===== src/rtl/meter_pkg.sv =====
// Shared meter definitions: fixed-point scale, default widths, scheduler
// state encoding and the accumulator width rule.
package meter_pkg;

    localparam int FRAC_SCALE    = 1000;
    localparam int DEF_NUM_LOADS = 4;
    localparam int DEF_RATE_W    = 16;
    localparam int DEF_BAL_W     = 16;

    typedef enum logic [1:0] {
        IDLE,
        SCAN,
        DIVIDE,
        DEBIT
    } sched_state_t;

    // Accumulator holds a sub-unit remainder (< FRAC_SCALE) plus one full tick
    // of summed rates; two guard bits keep that sum from overflowing.
    function automatic int ACC_W(input int rate_w, input int num_loads);
        return rate_w + $clog2(num_loads) + 2;
    endfunction

endpackage


===== src/rtl/tick_gen.sv =====
// Consumption tick generator: one-cycle pulse every TICK_DIV cycles,
// frozen (no pulse, count held) while pause is high.
module tick_gen #(
    parameter int TICK_DIV = 1000000
) (
    input  logic clk,
    input  logic reset,
    input  logic pause,
    output logic tick
);

    localparam int CNT_W = (TICK_DIV > 1) ? $clog2(TICK_DIV) : 1;
    localparam logic [CNT_W-1:0] LAST = CNT_W'(TICK_DIV - 1);

    logic [CNT_W-1:0] cnt_q, cnt_d;

    // Next count: wrap after the last value, hold while paused.
    always_comb begin
        cnt_d = cnt_q;
        if (!pause) begin
            cnt_d = (cnt_q == LAST) ? '0 : cnt_q + CNT_W'(1);
        end
    end

    assign tick = !pause && (cnt_q == LAST);

    // Counter register.
    always_ff @(posedge clk) begin
        if (reset) cnt_q <= '0;
        else       cnt_q <= cnt_d;
    end

endmodule


===== src/rtl/consumption_scheduler.sv =====
// Consumption scheduler: grants/sheds loads from the balance, sums granted
// rates once per tick into a milli-unit accumulator, converts whole units
// and hands one debit per tick to the balance owner over valid/ready.
module consumption_scheduler
    import meter_pkg::*;
#(
    parameter int NUM_LOADS      = DEF_NUM_LOADS,
    parameter int TICK_DIV       = 1000000,
    parameter int RATE_W         = DEF_RATE_W,
    parameter int BAL_W          = DEF_BAL_W,
    parameter int SHED_THRESHOLD = 40,
    parameter int SHED_HYST      = 5
) (
    input  logic                        clk,
    input  logic                        reset,
    input  logic [NUM_LOADS-1:0]        load_req,
    input  logic [NUM_LOADS*RATE_W-1:0] load_rate,
    input  logic [BAL_W-1:0]            balance,
    input  logic                        pause,
    output logic [NUM_LOADS-1:0]        load_grant,
    output logic                        debit_valid,
    output logic [BAL_W-1:0]            debit_amount,
    input  logic                        debit_ready,
    output logic                        tick,
    output logic                        shed_active,
    output logic                        tick_overrun
);

    localparam int IDX_W = (NUM_LOADS > 1) ? $clog2(NUM_LOADS) : 1;
    localparam int SUM_W = RATE_W + IDX_W;
    localparam int AW    = ACC_W(RATE_W, NUM_LOADS);
    localparam logic [IDX_W-1:0] LAST_IDX = IDX_W'(NUM_LOADS - 1);
    localparam logic [AW-1:0]    FRAC_AW  = AW'(FRAC_SCALE);
    localparam logic [BAL_W-1:0] SHED_SET = BAL_W'(SHED_THRESHOLD);
    localparam logic [BAL_W-1:0] SHED_CLR = BAL_W'(SHED_THRESHOLD + SHED_HYST);

    // Unit counter never wraps; excess conversions stick at all-ones.
    function automatic logic [BAL_W-1:0] sat_inc(input logic [BAL_W-1:0] v);
        return (v == '1) ? v : v + BAL_W'(1);
    endfunction

    // A debit never exceeds what the balance can cover.
    function automatic logic [BAL_W-1:0] clamp_to(input logic [BAL_W-1:0] u,
                                                  input logic [BAL_W-1:0] b);
        return (u > b) ? b : u;
    endfunction

    sched_state_t          state_q, state_d;
    logic [IDX_W-1:0]      idx_q, idx_d;
    logic [SUM_W-1:0]      sum_q, sum_d, sum_next;
    logic [AW-1:0]         acc_q, acc_d;
    logic [BAL_W-1:0]      units_q, units_d;
    logic [NUM_LOADS-1:0]  snap_q, snap_d;
    logic [NUM_LOADS-1:0]  grant_q, grant_d;
    logic                  shed_q, shed_d;
    logic                  dv_q, dv_d;
    logic [BAL_W-1:0]      da_q, da_d;
    logic                  overrun_q, overrun_d;
    logic [RATE_W-1:0]     rate_sel;

    tick_gen #(.TICK_DIV(TICK_DIV)) u_tick_gen (
        .clk   (clk),
        .reset (reset),
        .pause (pause),
        .tick  (tick)
    );

    assign rate_sel = load_rate[idx_q*RATE_W +: RATE_W];

    // Shed hysteresis and per-load grant decision (essential load 0 ignores shed).
    always_comb begin
        shed_d = shed_q;
        if (balance < SHED_SET)       shed_d = 1'b1;
        else if (balance >= SHED_CLR) shed_d = 1'b0;
        grant_d = '0;
        for (int i = 0; i < NUM_LOADS; i++) begin
            grant_d[i] = load_req[i] && (balance != '0) && ((i == 0) || !shed_q);
        end
    end

    // Charge-cycle FSM: snapshot, scan rates, divide into units, debit.
    always_comb begin
        state_d   = state_q;
        idx_d     = idx_q;
        sum_d     = sum_q;
        acc_d     = acc_q;
        units_d   = units_q;
        snap_d    = snap_q;
        dv_d      = dv_q;
        da_d      = da_q;
        sum_next  = sum_q + (snap_q[idx_q] ? SUM_W'(rate_sel) : SUM_W'(0));
        overrun_d = overrun_q || (tick && (state_q != IDLE));
        case (state_q)
            IDLE: begin
                if (tick) begin
                    snap_d  = grant_q;
                    idx_d   = '0;
                    sum_d   = '0;
                    state_d = SCAN;
                end
            end
            SCAN: begin
                if (idx_q == LAST_IDX) begin
                    acc_d   = acc_q + AW'(sum_next);
                    units_d = '0;
                    state_d = DIVIDE;
                end else begin
                    sum_d = sum_next;
                    idx_d = idx_q + IDX_W'(1);
                end
            end
            DIVIDE: begin
                if (acc_q >= FRAC_AW) begin
                    acc_d   = acc_q - FRAC_AW;
                    units_d = sat_inc(units_q);
                end else if (units_q == '0) begin
                    state_d = IDLE;
                end else begin
                    da_d    = clamp_to(units_q, balance);
                    dv_d    = 1'b1;
                    state_d = DEBIT;
                end
            end
            DEBIT: begin
                if (debit_ready) begin
                    dv_d    = 1'b0;
                    da_d    = '0;
                    state_d = IDLE;
                end
            end
            default: state_d = IDLE;
        endcase
    end

    // State and datapath registers; reset aborts any charge in flight.
    always_ff @(posedge clk) begin
        if (reset) begin
            state_q   <= IDLE;
            idx_q     <= '0;
            sum_q     <= '0;
            acc_q     <= '0;
            units_q   <= '0;
            snap_q    <= '0;
            grant_q   <= '0;
            shed_q    <= 1'b0;
            dv_q      <= 1'b0;
            da_q      <= '0;
            overrun_q <= 1'b0;
        end else begin
            state_q   <= state_d;
            idx_q     <= idx_d;
            sum_q     <= sum_d;
            acc_q     <= acc_d;
            units_q   <= units_d;
            snap_q    <= snap_d;
            grant_q   <= grant_d;
            shed_q    <= shed_d;
            dv_q      <= dv_d;
            da_q      <= da_d;
            overrun_q <= overrun_d;
        end
    end

    assign load_grant   = grant_q;
    assign shed_active  = shed_q;
    assign debit_valid  = dv_q;
    assign debit_amount = da_q;
    assign tick_overrun = overrun_q;

endmodule


===== config.mk =====
export PLATFORM = sky130hd
export DESIGN_NAME = consumption_scheduler
export DESIGN_NICKNAME = d
export VERILOG_FILES = /design/src/rtl/meter_pkg.sv /design/src/rtl/tick_gen.sv /design/src/rtl/consumption_scheduler.sv
export SDC_FILE = /design/constraint.sdc
export NUM_CORES = 1
export LEC_CHECK = 0
export ABC_AREA = 1
export CAP_MARGIN = 10
export CORE_MARGIN = 4
export CORE_UTILIZATION = 45
export DETAILED_ROUTE_END_ITERATION = 12
export PLACE_DENSITY = 0.66
export SLEW_MARGIN = 25
export SYNTH_ARGS = -nofsm -noshare
export SYNTH_HDL_FRONTEND = slang
export SYNTH_SLANG_ARGS = --single-unit

===== constraint.sdc =====
create_clock -name clk -period 11.6 [get_ports clk]
set_input_delay 2.32 -clock clk [delete_from_list [all_inputs] [get_ports clk]]
set_output_delay 2.32 -clock clk [all_outputs]
set_load 0.01 [all_outputs]

Word-level counts from Yosys, hierarchy flattened
Cells that the tools add are included.

Multiplexer cells: 34. Shift operators: 1. Order comparisons: 5. Equality and inequality tests: 14. Reduce and logical (&&, ||, !) cells: 26. Add/subtract/negate cells: 6.

Operator list (number): 16-bit two-way mux (8); 16-bit one-hot mux with 2 select lines (2); 64-bit by 7-bit indexed part select with 16-bit output (1); 20-bit two-way mux (3); 20-bit one-hot mux with 2 select lines (1); 18-bit two-way mux (2); 18-bit one-hot mux with 2 select lines (1); 20-bit by 1-bit adder with 20-bit output (second input constant) (1); 20-bit by 18-bit adder with 20-bit output (1); 20-bit equality test (second input constant) (1); 20-bit by 10-bit greater-or-equal comparator with 1-bit output (second input constant) (1); 20-bit by 10-bit subtractor with 20-bit output (second input constant) (1); 18-bit by 16-bit adder with 18-bit output (1); 16-bit by 1-bit adder with 16-bit output (second input constant) (1); 16-bit equality test (second input constant) (1); 16-bit by 6-bit greater-or-equal comparator with 1-bit output (second input constant) (1); 16-bit > comparator (1); 16-bit zero test (1); 16-bit by 6-bit < comparator with 1-bit output (second input constant) (1); 2-bit != test (second input constant) (8); 16-bit nonzero test (1); 2-bit two-way mux (7); 4-bit AND reduction (3); 2-bit nonzero test (5); 15 further kinds (32).

Logic and storage cells: 98. Register bits after elaboration: 105. Output and inout port bits: 24. Input port bits: 88.

Logic depth before layout (Yosys ltp)
Depth in word-level cells: 7. Gate-level depth with buffers: 27. Gate-level depth less buffers: 25.

Modules after synthesis
Synthesis repeated with hierarchy kept, for this count alone.

Cell total of the unflattened synthesis: 1347. Area total of the unflattened synthesis: 8381.8 um^2.

Modules (own cells, without submodules): consumption_scheduler (area each 7208.2 um^2, sequential area each 1701.6 um^2, times used 1, cells an instance 1171); tick_gen (area each 1173.6 um^2, sequential area each 400.4 um^2, times used 1, cells an instance 176).

Worst setup path before layout
No wires, ideal clock.

Kind: input -> register. Start point: in load_rate[0]. End point: reg acc_q[19]. Stages on the path: 21. Library setup time: 115 ps. Data required time: 11485 ps. Buffers on the path: 0. Arrival: 5171 ps. Slack: 6314 ps. Cell sequence: nor2_1 > o32ai_1 > nand2_1 > inv_1 > ha_1 > inv_1 > fa_1 > o21ai_0 > nand2_1 > nand2_1 > nand3_1 > nand2_1 > nand2_1 > and2_1 > ha_1 > a21o_1 > o21bai_1 > a21oi_1 > nand3_1 > a21oi_1 > nor2_1.

Cells in the longest elaborated chain, start to end: 6.

RTL lines: from (decl) (RTL line consumption_scheduler.sv:17) `input logic [NUM_LOADS*RATE_W-1:0] load_rate,`; 64-bit by 7-bit indexed part select with 16-bit output (RTL line consumption_scheduler.sv:68) `assign rate_sel = load_rate[idx_q*RATE_W +: RATE_W];`; 16-bit two-way mux (RTL line consumption_scheduler.sv:91) `sum_next = sum_q + (snap_q[idx_q] ? SUM_W'(rate_sel) : SUM_W'(0));`; 18-bit by 16-bit adder with 18-bit output (RTL line consumption_scheduler.sv:91); 20-bit by 18-bit adder with 20-bit output (RTL line consumption_scheduler.sv:104) `acc_d = acc_q + AW'(sum_next);`; 20-bit two-way mux (RTL line consumption_scheduler.sv:103) `if (idx_q == LAST_IDX) begin`; 20-bit one-hot mux with 2 select lines (RTL line consumption_scheduler.sv:93) `case (state_q)`; to (signal assigned) (RTL line consumption_scheduler.sv:141) `acc_q <= '0;`; to (signal assigned) (RTL line consumption_scheduler.sv:153) `acc_q <= acc_d;`; to (decl) (RTL line consumption_scheduler.sv:51) `logic [AW-1:0] acc_q, acc_d;`.

No other way between the ends. The select of a mux whose other input is x is not followed. A chain may end at the register's enable or synchronous reset.

Final worst setup path
Start point: in pause. End point: out tick.

Cells in the longest elaborated chain, start to end: 2.

RTL lines: from (decl) (RTL line consumption_scheduler.sv:19) `input logic pause,`; 1-bit zero test (RTL line tick_gen.sv:25) `assign tick = !pause && (cnt_q == LAST);`; 1-bit logical AND (RTL line tick_gen.sv:25); to (decl) (RTL line consumption_scheduler.sv:24) `output logic tick,`.

No other way between the ends.

==> results.sh <==
export IMPL_critical_path_peak_fanout=8
export IMPL_synth_async_sr_flop_share=0
export IMPL_final_hold_violation_count=0
export IMPL_firstDrtPassIters=5
export IMPL_syn_avg_cell_area_um2=6.27
export IMPL_net_total_in_the_final_layout=1566
export IMPL_min_delay_path_class="register to register"
export IMPL_boundaryPins=112
export IMPL_timing_max_cap_violations=0
export IMPL_viasPerCell=5.30
export IMPL_status="finished clean"
export IMPL_globalRouteOverflowTotal=0
export IMPL_avgRoutedWirePerCell_um=14.3
export IMPL_post_layout_total_power_w=0.00109
export IMPL_yosysWarningCount=0
export IMPL_critical_path_startpoint_type="primary input"
export IMPL_synth_area_top_cells="dfxtp_1, nand2_1, ha_1"
export IMPL_synth_enable_flop_cells=0
export IMPL_finalSetupTns_ns=0
export IMPL_vert_die_dim_um=144
export IMPL_synth_ff_type="dfxtp_1"
export IMPL_synth_area_mm2=0.00833
export IMPL_clk_latency_ns=0.37
export IMPL_grt_pass1_wl_um=38800
export IMPL_cellPowerDensity_mw_per_mm2=110
export IMPL_gp_congestion=0.964
export IMPL_syn_inst=1328
export IMPL_worst_setup_hold_path_clk_slew_ns=0.09
export IMPL_final_max_slew_violation_count=0
export IMPL_vdd_ir_drop_worst_mv=0.0829
export IMPL_vias=8761
export IMPL_ys_seq_elements=105
export IMPL_hold_buffers=0
export IMPL_areaGrowthSynthToFinish_pct=18.8
export IMPL_crit_path_setup_slack_layout_ns=5.22
export IMPL_setup_worst_path_end_class="output port"
export IMPL_netlist_cell_type_count=45
export IMPL_synthMostInstantiatedCell="nand2_1"
export IMPL_total_leakage_power_nw=4.63
export IMPL_finalWorstPathRequiredPeriod_ns=6.38
export IMPL_postRouteWirelength_um=23700
export IMPL_drive_gt1_frac=0.0478
export IMPL_root_buffer="clkbuf_16"
export IMPL_cts_buffers=9
export IMPL_first_global_vias=8041
export IMPL_place_hpwl_um=17900
export IMPL_antennaDiodeCount=0
export IMPL_critical_path_class="primary input to output port"
export IMPL_clock_fmax_mhz=157
export IMPL_ys_seq_area_frac=0.252
export IMPL_cell_type_with_the_highest_aggregate_area_in_the_netlist="dfxtp_1"
export IMPL_synth_largest_type_area_fraction=0.252
export IMPL_portBuffers=111
export IMPL_setup_violations_final=0
export IMPL_clkSinkCount=105
export IMPL_ys_top_cells_by_count="nand2_1, nor2_1, inv_1"
export IMPL_antenna_violating_nets_remaining=0
export IMPL_grt_setup_unrepaired="false"
export IMPL_fp_row_count=49
export IMPL_crit_chain="clkdlybuf4s50_1 -> inv_1 -> nand3_1 -> nor2_1 -> nand3_2 -> inv_1 -> clkdlybuf4s50_1"
export IMPL_syn_nets=1476
export IMPL_cts_htree_levels=3
export IMPL_cp_data_arrival_time_ns=4.06
export IMPL_drt_drc_violations_left=0
export IMPL_fin_worst_skew_ns=0.0126
export IMPL_die_width_um=144
export IMPL_timing_final_crit_share=0.550
export IMPL_design_core_area_mm2=0.0181
export IMPL_maximum_number_of_pins_on_one_net_before_global_route_repair=59
export IMPL_grt_usage=0.229
export IMPL_worst_ep_required_time_ns=9.28
export IMPL_relative_slew_slack=0.518
export IMPL_fillCellCount=1834
export IMPL_crit_path_top_delay_cell="clkdlybuf4s50_1"
export IMPL_die_area_mm2=0.0208
export IMPL_max_stage_delay_ns=0.54
export IMPL_tritoncts_clock_tree="done"
export IMPL_place_ws_ns=5.21
export IMPL_slew_at_the_pin_closest_to_its_max_slew_limit_ns=0.723
export IMPL_cts_resized_gates=0
export IMPL_start_util=0.461
export IMPL_cts_post_setup_buffers_inserted=0
export IMPL_antenna_violations_before_repair=1
export IMPL_first_iter_violations=560
export IMPL_ctsLongestPathBuffers=2
power by group:
| part | internal, W | switching, W |
|---|---|---|
| combinational | 0.000128 | 0.000238 |
| clock | 0.000156 | 0.000169 |
| sequential | 0.000375 | 0.0000201 |
| total | 0.000659 | 0.000428 |
final timing paths:
kind	depth (start not counted)	start	to	slack, ns
hold reg to reg	2	debit_amount[0]$_SDFFE_PP0P_	debit_amount[0]$_SDFFE_PP0P_	0.47
setup / recovery	7	pause	tick	5.22
hold / removal	2	debit_amount[0]$_SDFFE_PP0P_	debit_amount[0]$_SDFFE_PP0P_	0.47
setup reg to reg	26	idx_q[0]$_SDFFE_PP0P_	acc_q[15]$_SDFFE_PP0P_	6.93
area by class of cell:
type	count	area (µm²)	share of cell area
multi-input combinational	1027	5440	0.549
sequential	105	2100	0.212
timing repair buffer	120	1170	0.119
inverter	155	582	0.0588
tap	229	287	0.0289
clock buffer	9	225	0.0228
clock inverter	7	93.8	0.00948
layer usage:
layer	share of wire	track usage
met5	0.00055	0
met3	0.051	0.0456
met2	0.48	0.386
met1	0.45	0.294
met4	0.023	0.0714
state kept, by name, summed over array words and instances (netlist names), 2 cells and up:
signal / cells
snap_q: 4
state_q: 2
idx_q: 2
u_tick_gen.cnt_q: 20
sum_q: 18
load_grant: 4
acc_q: 20
debit_amount: 16
units_q: 16
cell families (layout without fill, tap and decap cells):
kind of cell    after synthesis  count (layout)  share of synthesized area
buf+inv                     196             291                     0.0954
flops                       105             105                      0.252
compound gates              237             237                      0.157
simple gates                694             694                      0.365
xor+xnor                     36              36                     0.0378
fa+ha+maj                    60              60                     0.0919
worst max-delay path, delay by kind of cell:
family / cells / cell delay, ns
buffers and inverters: 4 / 1.37
AND/OR/NAND/NOR: 3 / 0.37
cells in the final DEF, fill, tap and decap left out, drive strengths merged, types with 9 or more instances in the layout:
cell type        n
ha              58
clkdlybuf4s50  110
nor3            22
nand2          313
inv            156
xor2            32
dfxtp          105
o32ai           16
o21ai           75
a21oi          128
clkbuf           9
nand4           19
nor2           178
nand3          135
buf             10
stage by stage:
stage	hold slack [ns]	area (µm²)	utilization	cells
final	0.470	9900	0.547	1652
after detailed placement	0.459	9580	0.530	1636
after global routing	0.491	9900	0.547	1652
after CTS	0.472	9900	0.547	1652
after floorplan	0.444	8330	-	1328
after global placement	0.454	9580	0.530	1636
Power figures use the tool's default switching activity.
